==> src/rtl/sisc_pkg.sv <==
// Shared constants for the SISC control unit: FSM state codes, opcodes,
// addressing-mode and ALU-operation encodings.
package sisc_pkg;

  typedef logic [2:0] state_t;

  localparam state_t ST_START0    = 3'd0;
  localparam state_t ST_START1    = 3'd1;
  localparam state_t ST_FETCH     = 3'd2;
  localparam state_t ST_DECODE    = 3'd3;
  localparam state_t ST_EXECUTE   = 3'd4;
  localparam state_t ST_MEM       = 3'd5;
  localparam state_t ST_WRITEBACK = 3'd6;
  localparam state_t ST_HALT      = 3'd7;

  localparam logic [3:0] OP_NOOP = 4'd0;
  localparam logic [3:0] OP_LOD  = 4'd1;
  localparam logic [3:0] OP_STR  = 4'd2;
  localparam logic [3:0] OP_SWP  = 4'd3;
  localparam logic [3:0] OP_BRA  = 4'd4;
  localparam logic [3:0] OP_BRR  = 4'd5;
  localparam logic [3:0] OP_BNE  = 4'd6;
  localparam logic [3:0] OP_BNR  = 4'd7;
  localparam logic [3:0] OP_ALU  = 4'd8;
  localparam logic [3:0] OP_HLT  = 4'd15;

  // mm value that selects the immediate operand for ALU instructions
  localparam int AM_IMM = 8;

  // alu_op bit1 = suppress status save, bit0 = immediate operand
  localparam logic [1:0] ALU_OP_DEF = 2'b10;
  localparam logic [1:0] ALU_OP_MEM = 2'b11;

  function automatic logic [1:0] alu_op_enc(input logic no_save, input logic imm);
    return {no_save, imm};
  endfunction

endpackage

==> src/rtl/sisc_ctrl_br_eval.sv <==
// Branch condition evaluation: decides whether a branch opcode is taken
// against the status register and whether its target is PC-relative.
module sisc_br_eval
  import sisc_pkg::*;
#(
  parameter int OPW   = 4,
  parameter int MMW   = 4,
  parameter int STATW = 4
) (
  input  logic [OPW-1:0]   opcode,
  input  logic [MMW-1:0]   mm,
  input  logic [STATW-1:0] stat,
  output logic             taken,
  output logic             relative
);

  logic [3:0] op;
  logic       hit;

  assign op  = 4'(opcode);
  assign hit = |(mm & stat);

  always_comb begin
    taken    = 1'b0;
    relative = 1'b0;
    case (op)
      OP_BRA: taken = hit;
      OP_BRR: begin
        taken    = hit;
        relative = 1'b1;
      end
      OP_BNE: taken = !hit;
      OP_BNR: begin
        taken    = !hit;
        relative = 1'b1;
      end
      default: ;
    endcase
  end

endmodule

==> src/rtl/sisc_ctrl.sv <==
// SISC multi-cycle control FSM: sequences fetch/decode/execute/mem/writeback,
// evaluates branches, and halts on HLT or on a data-memory timeout.
module sisc_ctrl
  import sisc_pkg::*;
#(
  parameter int OPW     = 4,
  parameter int MMW     = 4,
  parameter int STATW   = 4,
  parameter int TIMEOUT = 15
) (
  input  logic             clk,
  input  logic             rst_f,
  input  logic [OPW-1:0]   opcode,
  input  logic [MMW-1:0]   mm,
  input  logic [STATW-1:0] stat,
  input  logic             mem_rdy,
  output logic             rf_we,
  output logic [1:0]       alu_op,
  output logic             wb_sel,
  output logic             ir_load,
  output logic             pc_write,
  output logic             pc_sel,
  output logic             br_sel,
  output logic             pc_rst,
  output logic             mem_req,
  output logic             dm_we,
  output logic             halted,
  output logic             timeout_err
);

  localparam int              CNTW    = $clog2(TIMEOUT + 1);
  localparam logic [CNTW-1:0] CNT_MAX = CNTW'(TIMEOUT);

  state_t          state_q, state_d;
  logic [CNTW-1:0] wait_cnt_q, wait_cnt_d;
  logic            timeout_err_q, timeout_err_d;

  logic [3:0] op;
  logic       is_alu, is_lod, is_str, is_hlt;
  logic       mem_op, imm_mode;
  logic       br_taken, br_rel;

  assign op       = 4'(opcode);
  assign mem_op   = is_lod | is_str;
  assign imm_mode = (mm == MMW'(AM_IMM));

  always_comb begin
    is_alu = 1'b0;
    is_lod = 1'b0;
    is_str = 1'b0;
    is_hlt = 1'b0;
    case (op)
      OP_ALU:          is_alu = 1'b1;
      OP_LOD:          is_lod = 1'b1;
      OP_STR:          is_str = 1'b1;
      OP_HLT:          is_hlt = 1'b1;
      OP_NOOP, OP_SWP: ;
      default:         ;  // branches are handled by the evaluator; unknown codes act as NOOP
    endcase
  end

  sisc_br_eval #(
    .OPW   (OPW),
    .MMW   (MMW),
    .STATW (STATW)
  ) u_br_eval (
    .opcode   (opcode),
    .mm       (mm),
    .stat     (stat),
    .taken    (br_taken),
    .relative (br_rel)
  );

  // Next-state, wait counter and sticky timeout flag
  always_comb begin
    state_d       = state_q;
    wait_cnt_d    = wait_cnt_q;
    timeout_err_d = timeout_err_q;
    case (state_q)
      ST_START0:    state_d = ST_START1;
      ST_START1:    state_d = ST_FETCH;
      ST_FETCH:     state_d = ST_DECODE;
      ST_DECODE:    state_d = is_hlt ? ST_HALT : ST_EXECUTE;
      ST_EXECUTE: begin
        state_d    = ST_MEM;
        wait_cnt_d = '0;
      end
      ST_MEM: begin
        // mem_rdy wins over the timeout when both land on the same cycle
        if (!mem_op || mem_rdy) begin
          state_d = ST_WRITEBACK;
        end else if (wait_cnt_q == CNT_MAX) begin
          state_d       = ST_HALT;
          timeout_err_d = 1'b1;
        end else begin
          wait_cnt_d = wait_cnt_q + CNTW'(1);
        end
      end
      ST_WRITEBACK: state_d = ST_FETCH;
      ST_HALT:      state_d = ST_HALT;
      default:      state_d = ST_START0;
    endcase
  end

  always_ff @(posedge clk or negedge rst_f) begin
    if (!rst_f) begin
      state_q       <= ST_START0;
      wait_cnt_q    <= '0;
      timeout_err_q <= 1'b0;
    end else begin
      state_q       <= state_d;
      wait_cnt_q    <= wait_cnt_d;
      timeout_err_q <= timeout_err_d;
    end
  end

  always_comb begin
    rf_we    = 1'b0;
    alu_op   = ALU_OP_DEF;
    wb_sel   = 1'b0;
    ir_load  = 1'b0;
    pc_write = 1'b0;
    pc_sel   = 1'b0;
    br_sel   = 1'b0;
    pc_rst   = 1'b0;
    mem_req  = 1'b0;
    dm_we    = 1'b0;
    halted   = 1'b0;
    case (state_q)
      ST_START0, ST_START1: pc_rst = 1'b1;
      ST_FETCH: begin
        ir_load  = 1'b1;
        pc_write = 1'b1;
      end
      ST_DECODE: begin
        if (br_taken) begin
          pc_write = 1'b1;
          pc_sel   = 1'b1;
          br_sel   = br_rel;
        end
      end
      ST_EXECUTE: begin
        if (is_alu)      alu_op = alu_op_enc(1'b0, imm_mode);
        else if (mem_op) alu_op = ALU_OP_MEM;
      end
      ST_MEM: begin
        if (is_alu) begin
          alu_op = alu_op_enc(1'b1, imm_mode);
        end else if (mem_op) begin
          alu_op  = ALU_OP_MEM;
          mem_req = 1'b1;
          dm_we   = is_str;
        end
      end
      ST_WRITEBACK: begin
        rf_we  = is_alu | is_lod;
        wb_sel = is_lod;
      end
      ST_HALT: halted = 1'b1;
      default: ;
    endcase
  end

  assign timeout_err = timeout_err_q;

endmodule

==> config.mk <==
export PLATFORM = sky130hd
export DESIGN_NAME = sisc_ctrl
export DESIGN_NICKNAME = d
export VERILOG_FILES = /design/src/rtl/sisc_pkg.sv /design/src/rtl/sisc_ctrl_br_eval.sv /design/src/rtl/sisc_ctrl.sv
export SDC_FILE = /design/constraint.sdc
export NUM_CORES = 1
export LEC_CHECK = 0
export ABC_AREA = 1
export CAP_MARGIN = 20
export CORE_MARGIN = 3
export CORE_UTILIZATION = 44
export DETAILED_ROUTE_END_ITERATION = 16
export PLACE_DENSITY = 0.89
export SLEW_MARGIN = 5
export SYNTH_ARGS = -nofsm -noshare
export SYNTH_HDL_FRONTEND = slang
export SYNTH_HIERARCHICAL = 1
export SYNTH_SLANG_ARGS = --single-unit
==> constraint.sdc <==
create_clock -name clk -period 2.7 [get_ports clk]
set_clock_uncertainty 0.15 [all_clocks]
set_input_delay 0.81 -clock clk [delete_from_list [all_inputs] [get_ports clk]]
set_output_delay 0.81 -clock clk [all_outputs]
set_load 0.02 [all_outputs]
==> summary.txt, run 1 <==
Clock network
  • CTS HTree Levels: 1
  • CTS tree: yes
  • Post-CTS Setup Bufs: 0
  • Post-CTS Hold Fix Bufs: 0
  • Total CTS buffers: 3
  • Skew-Pair Late Insertion Delay: between 0.2 and 0.3 ns
  • Root Driver: clkbuf_4
  • Clk slew on worst S/H paths: about 0.050 ns
  • CTS Sinks: 8
  • Clock Path Buffers: 2

Cells and area
  • Share of cells above drive strength 1: 35.04%
  • Fill count: 130
  • Fin nets: ~160
  • Sequential cell area: about 200 sq um
  • Commonest non-fill, non-tap cell in the layout: nand2_1
  • Post-route cell area: 929.6 sq um
  • Antenna diodes: 0
  • Area grow syn2layout: 44.55%
  • Utilization after layout: a little over two thirds
  • Most frequent cells in the layout: 20 x nand2_1, 19 x nor2_1, 13 x buf_2
  • Multi-input logic area: 404.1 sq um

Synth
  • Mapped Area: 643.1 sq um
  • Avg Cell Area, Syn: 6.244 sq um
  • Mapped Cells: 103
  • Number of warnings issued by yosys: 6
  • Synth Area in Simple Gates: 49.42%
  • Compound-gate portion of the synthesized area: around 5.4%
  • FF+latch count, synth: 8
  • Adder-Cell Fraction of Synth Area: between 1.5 and 2%
  • Xor and xnor fraction of the mapped netlist area: 2.724%
  • Mux cell area share after synthesis: 0%
  • Sequential share of the synthesized area: 31.13%
  • Post-synth net total: 119
  • Synth cell types: 21
  • Largest family of logic cells by synthesized area: simple AND/OR/NAND/NOR gates

Run
  • Max-cap violations: 0

Timing
  • Period utilization: 97.73%
  • Final hold vios: 0
  • Hold_ws: 0.3438 ns
  • Minimum clock period: 2.639 ns
  • Setup violators final: 0
  • Fmax: 0.3790 GHz
  • Setup TNS: 0 ns
  • Slew margin rel.: 76.88%
  • Final max-slew violation count: 0
  • Worst-Margin Slew: roughly 0.35 ns

Setup path
  • Worst path arrival time: 1.68 ns
  • CP Class: primary input to primary output
  • CP Data Required Time: around 1.7 ns
  • Worst-case reg-to-reg path depth: 8
  • Critical Path Start Type: primary input
  • Worst-path fanout max: 2
  • Crit end category: primary output

Floorplanning
  • Die area: around 2000 sq um
  • I/O pin total: 28
  • Core area: around 1300 sq um
  • Site Rows: 13
  • Initial core utilization: 48.22%
  • Die width: roughly 44 microns
  • Die Y: 44.23 microns

Drt
  • DRT iter0 DRCs: 15
  • Post-route ant nets: 0
  • DRT Wirelength: 1703 microns
  • First-pass iteration count of the detailed router: 4
  • Drc violations: 0
  • Vias: 732
  • Average wire per standard cell: 11.20 microns
  • DR vias/cell: 4.816

Global route
  • Total grt overflow: 0
  • Initial antenna violation count: 0
  • Tot GR Track Use: 19.14%
  • Pin count of the biggest net entering global routing: 9
  • First-pass GRT wire length: 2863 microns
  • Vias in the first global route: about 700

Status
  • Status: completed

Pwr
  • Total Power: 0.0006178 W
  • Leakage power: 0.5031 nW
  • Worst VDD drop: a little under 0.0003 V
  • Pwr/cell area: 664.6 nW/um^2

Placement
  • Placer Congestion: around 0.87
  • Area of placed instances: ~960 sq um
  • IO buf count: 27
  • HPWL after detailed placement: 1412 microns

Hold path
  • Hold WC Path Type: flip-flop to flip-flop
  • Hold Path Depth: 1
## path summary, 6_finish.rpt
kind | from | slack [ns] | end
hold reg to reg | timeout_err | 0.34 | timeout_err
setup / recovery | mm[3] | 0.06 | pc_write
hold / removal | timeout_err | 0.34 | timeout_err
setup reg to reg | wait_cnt_q[0] | 1.20 | wait_cnt_q[0]
min in group asynchronous | rst_f | 0.68 | wait_cnt_q[3]
max in group asynchronous | rst_f | 1.47 | timeout_err
## repair_timing
item / 4_1_cts / 5_1_grt
setup endpoints to repair: 9 / 7
resized for setup: 76 / 18
pin swaps: 12 / 9
hold endpoints to repair: 0 / 0
## cell families after synthesis
group | Yosys count
flip-flops | 8
AO/OA/AOI/OAI | 6
buffers and inverters | 16
AND/OR/NAND/NOR | 70
adder cells (fa/ha/maj) | 1
XOR/XNOR | 2
## Yosys cell counts
cell      number  area share [%]
nor3_1         2             1.6
nor2_2         3             2.9
ha_1           1             1.9
xor2_1         1             1.4
nand2_2        3             2.9
o211ai_1       1             1.2
nor3_2         1             1.6
nand3b_1       1             1.2
inv_2          3             1.8
or2_1          2             1.9
o21ai_1        1            0.78
dfrtp_1        8              31
inv_1         13             7.6
nor2_1        22              13
o21bai_1       1             1.2
a21oi_1        3             2.3
nand3_2        1             1.6
xnor2_1        1             1.4
nand2_1       24              14
nand4_1        2             1.9
nand3_1        9             7.0
## through the flow
stage	cells	setup WS, ns
after floorplan	103	0.1080
final	152	0.06135
after detailed placement	149	-0.7569
after global placement	149	-0.7416
after CTS	152	0.003829
after global routing	152	-0.005771
## critical path, cell delays in order
cell	delay (ns)
buf_6	0.09
nand2_1	0.06
nand2_2	0.07
o21ai_2	0.12
nand2_1	0.07
inv_1	0.07
nor2_2	0.04
or2_1	0.21
buf_6	0.13
## cell type report
class | count | area share, %
Clock buffer | 3 | 2.423
Inverter | 16 | 6.460
Multi-Input combinational cell | 79 | 43.47
Sequential cell | 8 | 21.53
Tap cell | 15 | 2.019
Timing Repair Buffer | 31 | 24.09
## report_power, final
part | internal [W] | total [W] | switching (W)
registers | 0.000152 | 0.000202 | 0.0000499
logic | 0.000140 | 0.000329 | 0.000189
clock network | 0.0000506 | 0.0000876 | 0.0000370
total | 0.000342 | 0.000618 | 0.000276
## layer usage
layer / track usage, % / part of all wire [%] / up-vias
met3: 4.878 / 5.0 / 5
met5: 0 / 0 / -
met2: 33.14 / 47 / 18
li1: - / - / 392
met4: 3.614 / 1.2 / 0
met1: 24.00 / 47 / 317
(Power assumes the default switching activity.)
==> run 2: changes to the inputs <==
--- a/config.mk
+++ b/config.mk
@@ -9,7 +9,9 @@
 export CAP_MARGIN = 20
 export CORE_MARGIN = 3
 export CORE_UTILIZATION = 44
+export CTS_CLUSTER_SIZE = 20
 export DETAILED_ROUTE_END_ITERATION = 16
+export GPL_TIMING_DRIVEN = 0
 export PLACE_DENSITY = 0.89
 export SLEW_MARGIN = 5
 export SYNTH_ARGS = -nofsm -noshare
==> summary.txt, run 2 (same netlist as run 1, synthesis figures left out) <==
Cells and area
  • Share of cells above drive strength 1: 35.07% (+0.038 points)
  • Utilization after layout: 70.08% (+0.38 points)
  • Antenna diodes: 0 (unchanged)
  • Most frequent cells in the layout: 18 x nor2_1, 18 x nand2_1, 12 x inv_1
  • Area grow syn2layout: 45.33%
  • Fin nets: 152 (-1.9%)

Floorplanning
  • Die width: 44.23 microns (unchanged)
  • Initial core utilization: 48.22% (unchanged)
  • Site Rows: 13 (unchanged)
  • I/O pin total: 28 (unchanged)
  • Die area: 1956 sq um (unchanged)
  • Die Y: 44.23 microns (unchanged)
  • Core area: 1334 sq um (unchanged)

Global route
  • Vias in the first global route: 687 (-2.1%)
  • Total grt overflow: 0 (unchanged)
  • Tot GR Track Use: 18.96% (-0.18 points)
  • First-pass GRT wire length: 2766 microns (-3.4%)
  • Pin count of the biggest net entering global routing: 9 (unchanged)
  • Initial antenna violation count: 0 (unchanged)

Hold path
  • Hold WC Path Type: flip-flop to flip-flop

Drt
  • First-pass iteration count of the detailed router: 4 (unchanged)
  • Met1 WL: 737 microns (-7.9%)
  • DRT iter0 DRCs: 14 (-1)
  • Met2 WL: 874 microns (+9.8%)
  • Max layer used: met4
  • Met3 wire length: 88 microns (+3.5%)
  • Drc violations: 0 (unchanged)
  • Average wire per standard cell: 11.48 microns (+2.5%)
  • DRT Wirelength: 1711 microns (+0.47%)
  • DR vias/cell: 4.960 (+3.0%)
  • Post-route ant nets: 0 (unchanged)
  • Vias: 739 (+0.96%)

Pwr
  • Worst VDD drop: 0.0003053 V (+2.6%)
  • Pwr/cell area: 648.3 nW/um^2 (-2.5%)
  • Total Power: 0.0006059 W (-1.9%)
  • Leakage power: 0.4937 nW (-1.9%)

Setup path
  • Buffer and inverter count on the worst path: 3 (unchanged)
  • CP Data Required Time: 1.74 ns (about the same)
  • Largest delay share family, worst path: simple AND/OR/NAND/NOR gates
  • Worst-path fanout max: 2 (unchanged)
  • Cell Chain, Critical Path: buf_2 -> nand2_1 -> nand2_2 -> o21ai_2 -> nand2_1 -> inv_1 -> nor2_2 -> or2_1 -> buf_6
  • Slowest stage cell on the critical path: or2_1
  • CP Class: primary input to primary output
  • Slowest stage delay, CP: 0.21 ns (about the same)
  • Critical Path Start Type: primary input
  • Worst path arrival time: 1.67 ns (about the same)
  • Crit end category: primary output
  • CP most frequent cell: nand2_1

Timing
  • Setup violators final: 0 (unchanged)
  • Final max-slew violation count: 0 (unchanged)
  • Hold_ws: 0.3246 ns (-0.01922 ns)
  • Minimum clock period: 2.631 ns (-0.008073 ns)
  • Period utilization: 97.43% (-0.30 points)
  • Slew margin rel.: 76.46% (-0.42 points)
  • Worst-Margin Slew: 0.3520 ns (+0.006309 ns)
  • Final hold vios: 0 (unchanged)
  • Setup TNS: 0 ns (unchanged)
  • Fmax: 0.3801 GHz (+0.31%)

Clock network
  • Clk slew on worst S/H paths: 0.05 ns (about the same)
  • Root Driver: clkbuf_4
  • Clock Path Buffers: 2 (unchanged)
  • CTS HTree Levels: 1 (unchanged)
  • Skew-Pair Late Insertion Delay: 0.26 ns (about the same)
  • CTS tree: yes
  • Total CTS buffers: 3 (unchanged)
  • CTS Sinks: 8 (unchanged)

Run
  • Max-cap violations: 0 (unchanged)

Placement
  • IO buf count: 27 (unchanged)
  • HPWL after detailed placement: 1399 microns (-0.91%)
  • Placer Congestion: 0.8674 (-0.49%)

Status
  • Status: completed
==> run 2: timing repair <==
action	in CTS	in global routing
resized for setup	75	22
pin swaps	14	13
setup buffers	1	0
setup endpoints to repair	9	9
hold buffers	0	0
==> run 2: worst reg2reg max path, delay by kind of cell, from the launching register on <==
kind	cells	cell delay (ns)
fa+ha+maj	1	0.24
buf+inv	1	0.06
flops	1	0.41
simple gates	6	0.57
==> run 2: worst paths after layout <==
check,start,to,slack [ns],cells after the start
hold / removal,timeout_err,timeout_err,0.32,1
hold reg to reg,timeout_err,timeout_err,0.32,1
setup reg to reg,wait_cnt_q[0],wait_cnt_q[3],1.21,8
max in group asynchronous,rst_f,wait_cnt_q[3],1.46,1
setup / recovery,mm[2],pc_write,0.07,9
min in group asynchronous,rst_f,async pin,0.68,1
==> run 2: area by class of cell <==
type / instances / area, sq um
Tap cell: 15 / 18.77
Multi-Input combinational cell: 79 / 416.7
Inverter: 16 / 60.06
Fill cell: 120 / 399.1
Sequential cell: 8 / 200.2
Timing Repair Buffer: 28 / 216.5
Clock buffer: 3 / 22.52
==> run 2: through the flow <==
step	cell area (sq um)	std cells	worst slack (ns)
6_report	934.6	149	0.06943
5_1_grt	934.6	149	-0.01989
4_1_cts	910.9	149	0.002058
3_5_place_dp	932.1	145	-0.8065
3_3_place_gp	932.1	145	-0.7505
2_1_floorplan	643.1	103	0.1080
==> run 2: layer usage <==
layer	GRT usage (%)	vias up
met5	0	-
met4	4.819	0
li1	-	391
met1	22.44	327
met2	32.27	19
met3	6.911	2
==> run 2: power by group <==
part           internal, W  switching [W]
logic             0.000132       0.000184
clock network    0.0000508      0.0000393
registers         0.000152      0.0000484
==> run 3: changes to the inputs <==
--- a/config.mk
+++ b/config.mk
@@ -12,6 +12,7 @@
 export CTS_CLUSTER_SIZE = 20
 export DETAILED_ROUTE_END_ITERATION = 16
 export GPL_TIMING_DRIVEN = 0
+export MAX_ROUTING_LAYER = met4
 export PLACE_DENSITY = 0.89
 export SLEW_MARGIN = 5
 export SYNTH_ARGS = -nofsm -noshare
==> summary.txt, run 3 (same netlist as run 1, synthesis figures left out) <==
Setup path
  • Worst R2R End: wait_cnt_q[3]
  • Crit end category: primary output
  • Critical path destination: pc_write
  • CP most frequent cell: nand2_1
  • CP Class: primary input to primary output
  • Worst-path fanout max: 2 (unchanged)
  • CP Data Required Time: 1.74 ns (about the same)
  • Worst path arrival time: 1.67 ns (about the same)
  • Slowest stage cell on the critical path: or2_1
  • Critical Path Start: mm[2]
  • Worst r2r src: wait_cnt_q[0]
  • Slowest stage delay, CP: 0.21 ns (about the same)
  • Worst-case reg-to-reg path depth: 8 (unchanged)
  • Critical Path Start Type: primary input
  • FF-to-FF setup slack: 1.21 ns (about the same)
  • Cell Chain, Critical Path: buf_2 -> nand2_1 -> nand2_2 -> o21ai_2 -> nand2_1 -> inv_1 -> nor2_2 -> or2_1 -> buf_6

Timing
  • Period utilization: 97.43% (unchanged)
  • Worst-Margin Slew: 0.3520 ns (-0.000008583 ns)
  • Setup violators final: 0 (unchanged)
  • Minimum clock period: 2.631 ns (unchanged)
  • Slew margin rel.: 76.46% (about the same)
  • Final hold vios: 0 (unchanged)
  • Final WS setup: 0.06943 ns (unchanged)
  • Final max-slew violation count: 0 (unchanged)
  • Fmax: 0.3801 GHz (unchanged)

Floorplanning
  • Site Rows: 13 (unchanged)
  • Initial core utilization: 48.22% (unchanged)
  • Core area: 1334 sq um (unchanged)
  • I/O pin total: 28 (unchanged)
  • Die Y: 44.23 microns (unchanged)
  • Die area: 1956 sq um (unchanged)
  • Die width: 44.23 microns (unchanged)

Drt
  • First-pass iteration count of the detailed router: 4 (unchanged)
  • Drc violations: 0 (unchanged)
  • Post-route ant nets: 0 (unchanged)
  • DRT Wirelength: 1711 microns (unchanged)
  • Vias: 739 (unchanged)
  • Average wire per standard cell: 11.48 microns (unchanged)
  • DR vias/cell: 4.960 (unchanged)
  • DRT iter0 DRCs: 14 (unchanged)

Clock network
  • Skew-Pair Late Insertion Delay: 0.25 ns (about the same)
  • CTS tree: yes
  • CTS Sinks: 8 (unchanged)
  • Root Driver: clkbuf_4
  • Clk slew on worst S/H paths: 0.05 ns (about the same)
  • Clock Path Buffers: 2 (unchanged)
  • Total CTS buffers: 3 (unchanged)
  • CTS HTree Levels: 1 (unchanged)

Cells and area
  • Antenna diodes: 0 (unchanged)
  • Share of cells above drive strength 1: 35.07% (unchanged)
  • Most frequent cells in the layout: 18 x nor2_1, 18 x nand2_1, 12 x inv_1
  • Non-Filler Instances: 149 (unchanged)
  • Fin nets: 152 (unchanged)
  • Utilization after layout: 70.08% (unchanged)
  • Post-route cell area: 934.6 sq um (unchanged)
  • Area grow syn2layout: 45.33% (unchanged)

Run
  • Max-cap violations: 0 (unchanged)

Global route
  • Vias in the first global route: 688 (+0.15%)
  • Tot GR Track Use: 19.53% (+0.57 points)
  • Routing usage on met3: 6.504% (-0.41 points)
  • GR peak layer: met2
  • Initial antenna violation count: 0 (unchanged)
  • Grt met1 use: 22.69% (+0.25 points)
  • Pin count of the biggest net entering global routing: 9 (unchanged)
  • First-pass GRT wire length: 2766 microns (unchanged)
  • Total grt overflow: 0 (unchanged)
  • M2 GR Usage: 32.27% (unchanged)

Status
  • Status: completed

Placement
  • Area of placed instances: 932.1 sq um (unchanged)
  • IO buf count: 27 (unchanged)
  • Placed insts: 145 (unchanged)
  • Post-Place Worst Slack: -0.8065 ns (unchanged)
  • Placer Congestion: 0.8815 (+1.6%)
  • HPWL after detailed placement: 1399 microns (unchanged)

Hold path
  • Hold WC Path Type: flip-flop to flip-flop

Pwr
  • Worst VDD drop: 0.0003052 V (about the same)
  • Pwr/cell area: 647.1 nW/um^2 (-0.17%)
  • Leakage power: 0.4937 nW (unchanged)
  • Total Power: 0.0006048 W (-0.17%)
## run 3: cell counts in the layout (fill, tap and decap cells not counted)
No cell type changed its count.
## run 3: critical path: cells and delay by family
kind	cells	cell delay (ns)
and+or+nand+nor	5	0.46
buffers and inverters	3	0.29
AOI/OAI and AO/OA	1	0.10
## run 3: report_power, final
part / internal, W / switching, W
Combinational: 0.000132 / 0.000184
Clock: 0.0000507 / 0.0000384
Sequential: 0.000152 / 0.0000484
Total: 0.000334 / 0.000271
## run 3: worst min-delay path by stage
stage | startpoint | endpoint | slack, ns | cells after the start
finish | timeout_err | timeout_err | 0.32 | 1
global route | timeout_err | timeout_err | 0.35 | 1
CTS | timeout_err | timeout_err | 0.33 | 1
detailed placement | timeout_err | timeout_err | 0.32 | 1
global placement | timeout_err | timeout_err | 0.31 | 1
floorplan | wait_cnt_q[1] | wait_cnt_q[1] | 0.35 | 2
## run 3: area by class of cell
type / count / area [sq um]
clock buffers: 3 / 22.52
fillers: 120 / 399.1
inverters: 16 / 60.06
multi-input cells: 79 / 416.7
flip-flops and latches: 8 / 200.2
well taps: 15 / 18.77
repair buffers: 28 / 216.5
## run 3: timing repair
action / 4_1_cts / 5_1_grt
endpoints found under the setup margin: 9 / 9
resized for setup: 75 / 22
endpoints found under the hold margin: 0 / 0
pin swaps: 14 / 13
hold buffers: 0 / 0
setup buffers: 1 / 0
## run 3: metal layers
metal	vias to the layer above	share of wire (%)
li1	391	-
met1	327	43
met2	19	51
met3	2	4.7
met4	0	0.70
met5	-	0
## run 3: metrics by stage
step | setup TNS (ns) | hold slack [ns]
after floorplan | 0 | 0.3522
after global placement | -5.766 | 0.3109
after detailed placement | -6.048 | 0.3202
final | 0 | 0.3246
after CTS | 0 | 0.3346
after global routing | -0.01989 | 0.3532
